<file path="src/rtl/mem_arb_pkg.sv">
// Shared encodings for the unified memory port arbiter.
package mem_arb_pkg;

   typedef enum logic [1:0] {
      IDLE = 2'd0,
      REQ  = 2'd1,
      WAIT = 2'd2
   } state_t;

   typedef enum logic {
      FETCH = 1'b0,
      DATA  = 1'b1
   } owner_t;

endpackage

</file>
<file path="src/rtl/mem_arb_pick.sv">
// Combinational owner selection between fetch and load/store requesters.
module mem_arb_pick
   import mem_arb_pkg::*;
#(
   parameter int RR_EN = 0
) (
   input  logic if_req,
   input  logic d_req,
   input  logic last_owner,
   output logic grant_valid,
   output logic grant_owner
);

   // Fixed mode always prefers data; round-robin only matters on a tie,
   // where the side that did not win last time goes next.
   always_comb begin
      grant_valid = if_req | d_req;
      grant_owner = d_req ? DATA : FETCH;
      if (RR_EN != 0 && if_req && d_req) begin
         grant_owner = ~last_owner;
      end
   end

endmodule

</file>
<file path="src/rtl/mem_port_arbiter.sv">
// Single-outstanding arbiter sharing one memory port between instruction
// fetch and the load/store datapath.
module mem_port_arbiter
   import mem_arb_pkg::*;
#(
   parameter int ADDR_W = 32,
   parameter int DATA_W = 32,
   parameter int RR_EN  = 0
) (
   input  logic                  clk,
   input  logic                  rst,
   input  logic                  if_req,
   input  logic [ADDR_W-1:0]     if_addr,
   output logic                  if_gnt,
   output logic                  if_rvalid,
   output logic [DATA_W-1:0]     if_rdata,
   input  logic                  d_req,
   input  logic                  d_we,
   input  logic [DATA_W/8-1:0]   d_be,
   input  logic [ADDR_W-1:0]     d_addr,
   input  logic [DATA_W-1:0]     d_wdata,
   output logic                  d_gnt,
   output logic                  d_rvalid,
   output logic [DATA_W-1:0]     d_rdata,
   output logic                  mem_req,
   output logic                  mem_we,
   output logic [DATA_W/8-1:0]   mem_be,
   output logic [ADDR_W-1:0]     mem_addr,
   output logic [DATA_W-1:0]     mem_wdata,
   input  logic                  mem_gnt,
   input  logic                  mem_rvalid,
   input  logic [DATA_W-1:0]     mem_rdata,
   output logic                  busy
);

   state_t state, state_nxt;
   owner_t owner, last_owner;
   logic   grant_valid, grant_owner;
   logic   latch_req, take_rsp;

   mem_arb_pick #(.RR_EN(RR_EN)) u_pick (
      .if_req      (if_req),
      .d_req       (d_req),
      .last_owner  (last_owner),
      .grant_valid (grant_valid),
      .grant_owner (grant_owner)
   );

   // State register.
   always_ff @(posedge clk) begin
      if (rst) state <= IDLE;
      else     state <= state_nxt;
   end

   // Next-state decode; also produces the latch/response strobes.
   always_comb begin
      state_nxt = state;
      latch_req = 1'b0;
      take_rsp  = 1'b0;
      case (state)
         IDLE: begin
            if (grant_valid) begin
               latch_req = 1'b1;
               state_nxt = REQ;
            end
         end
         REQ: begin
            if (mem_gnt) state_nxt = WAIT;
         end
         WAIT: begin
            if (mem_rvalid) begin
               take_rsp  = 1'b1;
               state_nxt = IDLE;
            end
         end
         default: state_nxt = IDLE;
      endcase
   end

   // Request fields and read data are registered; rvalid pulses clear
   // every cycle unless a response lands.
   always_ff @(posedge clk) begin
      if (rst) begin
         owner      <= FETCH;
         last_owner <= FETCH;
         mem_we     <= 1'b0;
         mem_be     <= '0;
         mem_addr   <= '0;
         mem_wdata  <= '0;
         if_rdata   <= '0;
         d_rdata    <= '0;
         if_rvalid  <= 1'b0;
         d_rvalid   <= 1'b0;
      end else begin
         if_rvalid <= 1'b0;
         d_rvalid  <= 1'b0;
         if (latch_req) begin
            owner      <= owner_t'(grant_owner);
            last_owner <= owner_t'(grant_owner);
            if (grant_owner == DATA) begin
               mem_we    <= d_we;
               mem_be    <= d_be;
               mem_addr  <= d_addr;
               mem_wdata <= d_wdata;
            end else begin
               mem_we    <= 1'b0;
               mem_be    <= '1;
               mem_addr  <= if_addr;
               mem_wdata <= '0;
            end
         end
         if (take_rsp) begin
            if (owner == DATA) begin
               d_rdata  <= mem_rdata;
               d_rvalid <= 1'b1;
            end else begin
               if_rdata  <= mem_rdata;
               if_rvalid <= 1'b1;
            end
         end
      end
   end

   assign mem_req = (state == REQ);
   assign busy    = (state != IDLE);
   assign if_gnt  = mem_req & mem_gnt & (owner == FETCH);
   assign d_gnt   = mem_req & mem_gnt & (owner == DATA);

endmodule

</file>
<file path="config.mk">
export PLATFORM = sky130hd
export DESIGN_NAME = mem_port_arbiter
export DESIGN_NICKNAME = d
export VERILOG_FILES = /design/src/rtl/mem_arb_pkg.sv /design/src/rtl/mem_arb_pick.sv /design/src/rtl/mem_port_arbiter.sv
export SDC_FILE = /design/constraint.sdc
export NUM_CORES = 1
export LEC_CHECK = 0
export CAP_MARGIN = 10
export CORE_MARGIN = 2
export CORE_UTILIZATION = 35
export DETAILED_ROUTE_END_ITERATION = 12
export PLACE_DENSITY = 0.77
export SYNTH_ARGS = -nofsm -noshare
export SYNTH_HDL_FRONTEND = slang
export SYNTH_HIERARCHICAL = 1
export SYNTH_SLANG_ARGS = --single-unit
</file>
<file path="constraint.sdc">
create_clock -name clk -period 1.25 [get_ports clk]
set_clock_uncertainty 0.1 [all_clocks]
set_input_delay 0.25 -clock clk [delete_from_list [all_inputs] [get_ports clk]]
set_output_delay 0.25 -clock clk [all_outputs]
set_load 0.005 [all_outputs]
</file>
==> results of run 1 <==
==> report_power, final <==
group	switching [uW]	internal [uW]	total, uW
registers	139	4640	4780
logic	973	1350	2320
clock network	1920	3090	5010
==> Yosys cell counts, drive strengths merged <==
| library cell | number | area (um2) |
|---|---|---|
| a21oi | 100 | 500.5 |
| and3 | 1 | 6.260 |
| and4b | 1 | 10.01 |
| nand2b | 2 | 12.51 |
| nand4bb | 1 | 11.26 |
| nor3b | 5 | 68.82 |
| clkbuf | 17 | 63.81 |
| or3b | 1 | 11.26 |
| nor4bb | 1 | 10.01 |
| mux2i | 32 | 320.3 |
| nand4b | 1 | 8.760 |
| o2bb2ai | 32 | 280.3 |
| nor3 | 4 | 20.02 |
| buf | 34 | 207.7 |
| nand3 | 33 | 165.2 |
| nand2 | 165 | 619.3 |
| or2 | 2 | 12.52 |
| nor2 | 9 | 33.78 |
| nor2b | 1 | 6.260 |
| dfxtp | 138 | 2763 |
==> final cells by class <==
class,count,area share (%)
repair buffers,346,32.67
flip-flops and latches,138,29.64
multi-input cells,391,29.40
clock buffers,21,4.749
well taps,184,2.324
clock inverters,11,1.212
==> state kept, by name (all words and copies together), names as in the netlist <==
signal	count
if_rvalid	1
mem_we	1
last_owner	1
mem_addr	32
mem_be	4
mem_wdata	32
state	2
d_rdata	32
if_rdata	32
d_rvalid	1
==> cell families after synthesis <==
group,synth area share (%)
simple gates,19.41
flops,53.84
buf+inv,5.291
compound gates,15.22
mux,6.242
==> worst register-to-register path: cells and delay by family, from the launching register on <==
family,cells,cell delay (ns)
AND/OR/NAND/NOR,2,0.29
buffers and inverters,6,0.73
flip-flops,1,0.34
AO/OA/AOI/OAI,1,0.10
==> metrics by stage <==
stage	area, um2	total power [uW]	hold WS [ns]	utilization, %
2_1_floorplan	5167	5416	0.2860	-
3_3_place_gp	8207	6495	0.3360	56.90
3_5_place_dp	8207	6508	0.3423	56.90
4_1_cts	9091	11880	0.01571	63.03
5_1_grt	9907	12560	0.0005796	68.68
6_report	9907	12120	0.005181	68.68
==> path summary, 6_finish.rpt <==
kind | from | end | slack, ns
worst min-delay path | rst | mem_wdata[25]$_SDFFE_PP0P_ | 0.005
worst min register to register | mem_addr[10]$_SDFFE_PP0P_ | mem_addr[10]$_SDFFE_PP0P_ | 0.35
worst max register to register | state[0]$_SDFFE_PP0P_ | state[1]$_SDFFE_PP0P_ | -0.38
worst max-delay path | state[0]$_SDFFE_PP0P_ | state[1]$_SDFFE_PP0P_ | -0.38
==> routing by layer <==
metal  vias to the layer above  global-route usage, %  part of all wire, %
li1                       2601                      -                    -
met1                      2584                  26.23                   38
met2                       243                  41.08                   53
met3                        31                  5.991                  7.0
met4                         0                  7.124                  1.7
met5                         -                      0                    0
==> what timing repair did <==
action / CTS / global route
endpoints found under the setup margin: 274 / 159
gates resized for setup: 759 / 165
pin swaps: 33 / 93
cloned: 13 / 5
hold endpoints to repair: 0 / 1
buffers inserted: 15 / 14
==> flow_summary.toml, run 1 <==
[run_status]
status = "finished with violations"
violations = "negative setup slack"

[grt]
grt_pass1_wl_um = 28380
overflow = 0
antenna_found_initial = 0
grt_pass1_vias = 5264
grtUsageTotal_pct = 22.74
grt_max_degree = 53

[critical_path]
reg2reg_depth = 9
crit_chain = "nor2b_4 > nand2_2 > buf_4 > buf_4 > buf_4 > buf_4 > buf_4 > buf_4 > a21oi_2"
path_class = "flip-flop to flip-flop"
critPathMaxFanout = 4
cp_common_cell = "buf_4"
crit_arrival_ns = 1.87
slowest_stage = "dfxtp_2"
start_kind = "flip-flop"
crit_cells = 9
cp_slowest_stage_delay_ns = 0.34
critPathTopFamily = "buffers and inverters"
cp-end-kind = "flip-flop"
crit_buf_inv = 6
cp.required_ns = 1.49

[synthesis]
avgSynthCellArea_um2 = 8.847
ys_warn_count = 6
syn_area_mm2 = 0.005131
yosys.cell_types.count = 25
syn_inst = 580
yosysSeqAreaShare_pct = 53.84
ys_seq_elements = 138
syn_nets = 719

[min_path]
hold_depth = 2
holdCritPathClass = "primary input to flip-flop"

[floorplanning]
ios = 278
die_x_um = 125.1
dieArea_mm2 = 0.01565
start_util_pct = 35.57
num_rows = 44
core_mm2 = 0.01442
fp.dieH_um = 125.1

[placed_design]
routabilityCongestion = 0.7783
placed_cells = 1016
portBuffers = 277
place_hpwl_um = 11070
dp_slack_ns = -0.5953

[cells_and_area]
fill_cells = 1088
multi_input_area_mm2 = 0.002913
drive_above_1_share_pct = 56.89
antenna_cells = 0
final_common_cell = "clkdlybuf4s50_1"
layout.nets = 1033
area_growth_pct = 93.07
seqCellArea_mm2 = 0.002937
mostFrequentLayoutCells = "clkdlybuf4s50_1 (136), dfxtp_2 (127), buf_2 (123), nand2_1 (102), a21oi_1 (53)"
final_cells = 1091

[clock_network]
clock-sinks = 138
cts_tree = "yes"
cts_hold_buf = 0
clock_path_buffers = 2
cts_max_level = 4
clk_pin_slew_ns = 0.06
cts_buffers = 17
cts_root_buf = "clkbuf_16"
clock_latency_ns = 0.41

[sta]
fin_crit_sh_pct = 130.7
grt_setup_unrepaired = "true"
max_freq_mhz = 612.0
layout_setup_ws_ns = -0.3839
layout_min_cycle_time_ns = 1.634
hold_viol = 0
setup_tns_ns = -39.98
setup_viol = 140
slew_headroom_pct = 74.67
worstMarginPinSlew_ns = 0.3694
slew_violations = 0

[route]
routedWlPerCell_um = 17.96
drc = 0
routed_wl_um = 19590
vias = 5459
ant_nets = 0
via_per_inst = 5.004
drtIter0Drc = 293
first_pass_iters = 7

[power]
p_per_area_mw_per_mm2 = 1223
ir_drop_uv = 903.6
p_leak_uw = 0.004339

[flow_run]
max-cap-violations = 0
Power figures use the tool's default switching activity.
==> inputs of run 2 (changes only) <==
--- a/config.mk
+++ b/config.mk
@@ -9,7 +9,7 @@
 export CORE_MARGIN = 2
 export CORE_UTILIZATION = 35
 export DETAILED_ROUTE_END_ITERATION = 12
-export PLACE_DENSITY = 0.77
+export PLACE_DENSITY = 0.76
 export SYNTH_ARGS = -nofsm -noshare
 export SYNTH_HDL_FRONTEND = slang
 export SYNTH_HIERARCHICAL = 1
==> run 2 against run 1 <==
  * The flow still finishes with violations (negative setup slack)
  * Clock power increased by 3%
  * Fmax is 3.0% higher
  * Cell count fell by 1.6%
  * Utilization shrank 3.1 points
  * Worst hold slack improved by 0.21 ns
  * Wire length is 4.7% lower
  * Worst setup slack improved by 0.048 ns
  * Critical endpoint is now mem_wdata[14]$_SDFFE_PP0P_
  * Sequential power about the same
  * Design area decreased by 4.5%
  * Power shrank 0.35%
==> flow_summary.toml, run 2 (synthesis gave the netlist of run 1 again) <==
[cells_and_area]
antenna_cells = 0
final_common_cell = "clkdlybuf4s50_1"
mostFrequentLayoutCells = "clkdlybuf4s50_1 (135), buf_2 (134), nand2_1 (128), dfxtp_2 (124), a21oi_2 (63)"
fill_cells = 1135
layout.nets = 1016
final_cells = 1074
area_growth_pct = 84.35
drive_above_1_share_pct = 54.83

[route]
drc = 0
ant_nets = 0
vias = 5286
drtIter0Drc = 249
routedWlPerCell_um = 17.38
via_per_inst = 4.922
first_pass_iters = 4
routed_wl_um = 18670

[critical_path]
cp-end-kind = "flip-flop"
slowest_stage = "or3b_4"
crit_chain = "buf_6 > or3b_4 > buf_12 > clkbuf_16 > nand2_2 > a21oi_1"
crit_buf_inv = 3
cp.required_ns = 1.45
critPathMaxFanout = 6
critPathTopFamily = "simple AND/OR/NAND/NOR gates"
startpoint = "state[1]$_SDFFE_PP0P_"
cp_slowest_stage_delay_ns = 0.43
reg2reg_from = "state[1]$_SDFFE_PP0P_"
start_kind = "flip-flop"
path_class = "flip-flop to flip-flop"
crit_arrival_ns = 1.79

[power]
ir_drop_uv = 886.3
p_leak_uw = 0.003978
swShare_pct = 25.50
pwr-share-seq_pct = 39.6
clkPwrFrac_pct = 42.6
p_comb_share_pct = 17.8
p_sw_uw = 3078
p_per_area_mw_per_mm2 = 1276
p_int_uw = 8995

[placed_design]
routabilityCongestion = 0.7833
dp_slack_ns = -0.6355
portBuffers = 277
placed_cells = 1015
place_hpwl_um = 11320

[sta]
setup_viol = 142
layout_setup_ws_ns = -0.3356
setup_tns_ns = -28.36
grt_setup_unrepaired = "true"
max_freq_mhz = 630.7
worstMarginPinSlew_ns = 0.4366
slew_violations = 0
fin_crit_sh_pct = 126.8
slew_headroom_pct = 70.89
hold_slack_ns = 0.2124
layout_min_cycle_time_ns = 1.586
hold_viol = 0

[clock_network]
cts_tree = "yes"
cts_max_level = 4
clock_latency_ns = 0.41
clock_path_buffers = 2
cts_root_buf = "clkbuf_16"
cts_buffers = 17
clk_pin_slew_ns = 0.07
clock-sinks = 138
cts_hold_buf = 0

[min_path]
hold_start = "rst"
holdCritPathClass = "primary input to flip-flop"

[run_status]
violations = "negative setup slack"
status = "finished with violations"

[flow_run]
max-cap-violations = 0

[grt]
grt_pass1_wl_um = 27530
overflow = 0
grt_max_degree = 72
antenna_found_initial = 0
grtUsageTotal_pct = 22.07
grt_pass1_vias = 5202

[floorplanning]
die_x_um = 125.1
num_rows = 44
ios = 278
fp.dieH_um = 125.1
start_util_pct = 35.57
core_mm2 = 0.01442
dieArea_mm2 = 0.01565
[run 2: cell count changes in the layout (fill, tap and decap cells not counted), moves of 6 or more]
cell / before / now
nand3_2: 2 / 9
dfxtp_1: 7 / 13
o2bb2ai_4: 7 / 1
nand2_1: 102 / 128
a21oi_2: 47 / 63
nand3_4: 0 / 6
buf_2: 123 / 134
nand2_4: 43 / 21
buf_6: 23 / 14
a21oi_1: 53 / 37
nand3_1: 31 / 18
buf_4: 31 / 19
[run 2: cell type report]
| cell class | count | area [um2] | area share (%) |
|---|---|---|---|
| sequential | 138 | 2922 | 30.89 |
| multi-input combinational | 391 | 2786 | 29.46 |
| tap | 184 | 230.2 | 2.434 |
| clock buffer | 18 | 429.2 | 4.537 |
| clock inverter | 14 | 173.9 | 1.839 |
| timing repair buffer | 329 | 2918 | 30.85 |
[run 2: power by group through the flow]
stage | combinational [uW] | clock (uW) | sequential (uW)
floorplan | 592 | 0 | 4820
global placement | 1670 | 0 | 4810
detailed placement | 1690 | 0 | 4800
CTS | 1870 | 5200 | 4750
global route | 2270 | 5430 | 4800
finish | 2150 | 5150 | 4780
[run 2: path summary, 6_finish.rpt]
check | cells past startpoint | end | slack [ns]
setup / recovery | 6 | mem_wdata[14]$_SDFFE_PP0P_ | -0.34
hold reg to reg | 2 | d_rdata[19]$_SDFFE_PP0P_ | 0.35
hold / removal | 3 | mem_wdata[29]$_SDFFE_PP0P_ | 0.21
setup reg to reg | 6 | mem_wdata[14]$_SDFFE_PP0P_ | -0.34
[run 2: timing repair]
item | CTS | global route
gates resized for setup | 734 | 140
buffers inserted | 13 | 12
pin swaps | 23 | 35
cloned | 8 | 5
setup endpoints to repair | 274 | 158
[run 2: stage by stage]
step           util, %  total power (uW)  instance area (um2)
2_1_floorplan        -              5416                 5167
3_5_place_dp     56.76              6492                 8187
4_1_cts          61.03             11820                 8802
6_report         65.58             12070                 9459
5_1_grt          65.58             12510                 9459
3_3_place_gp     56.76              6478                 8187
[run 2: per-layer routing]
metal  global-route usage [%]  share of wire, %  wire (um)  up-vias
met5                        0                 0          0        -
met3                    7.189               7.9       1475       32
li1                         -                 -          -     2576
met2                    38.36                50       9427      235
met1                    25.21                39       7338     2443
met4                    8.431               2.3        427        0
[run 2: worst reg2reg max path, delay by kind of cell (launching register included)]
| kind | cells | cell delay, ns |
|---|---|---|
| flops | 1 | 0.36 |
| compound gates | 1 | 0.06 |
| simple gates | 2 | 0.49 |
| buf+inv | 3 | 0.46 |
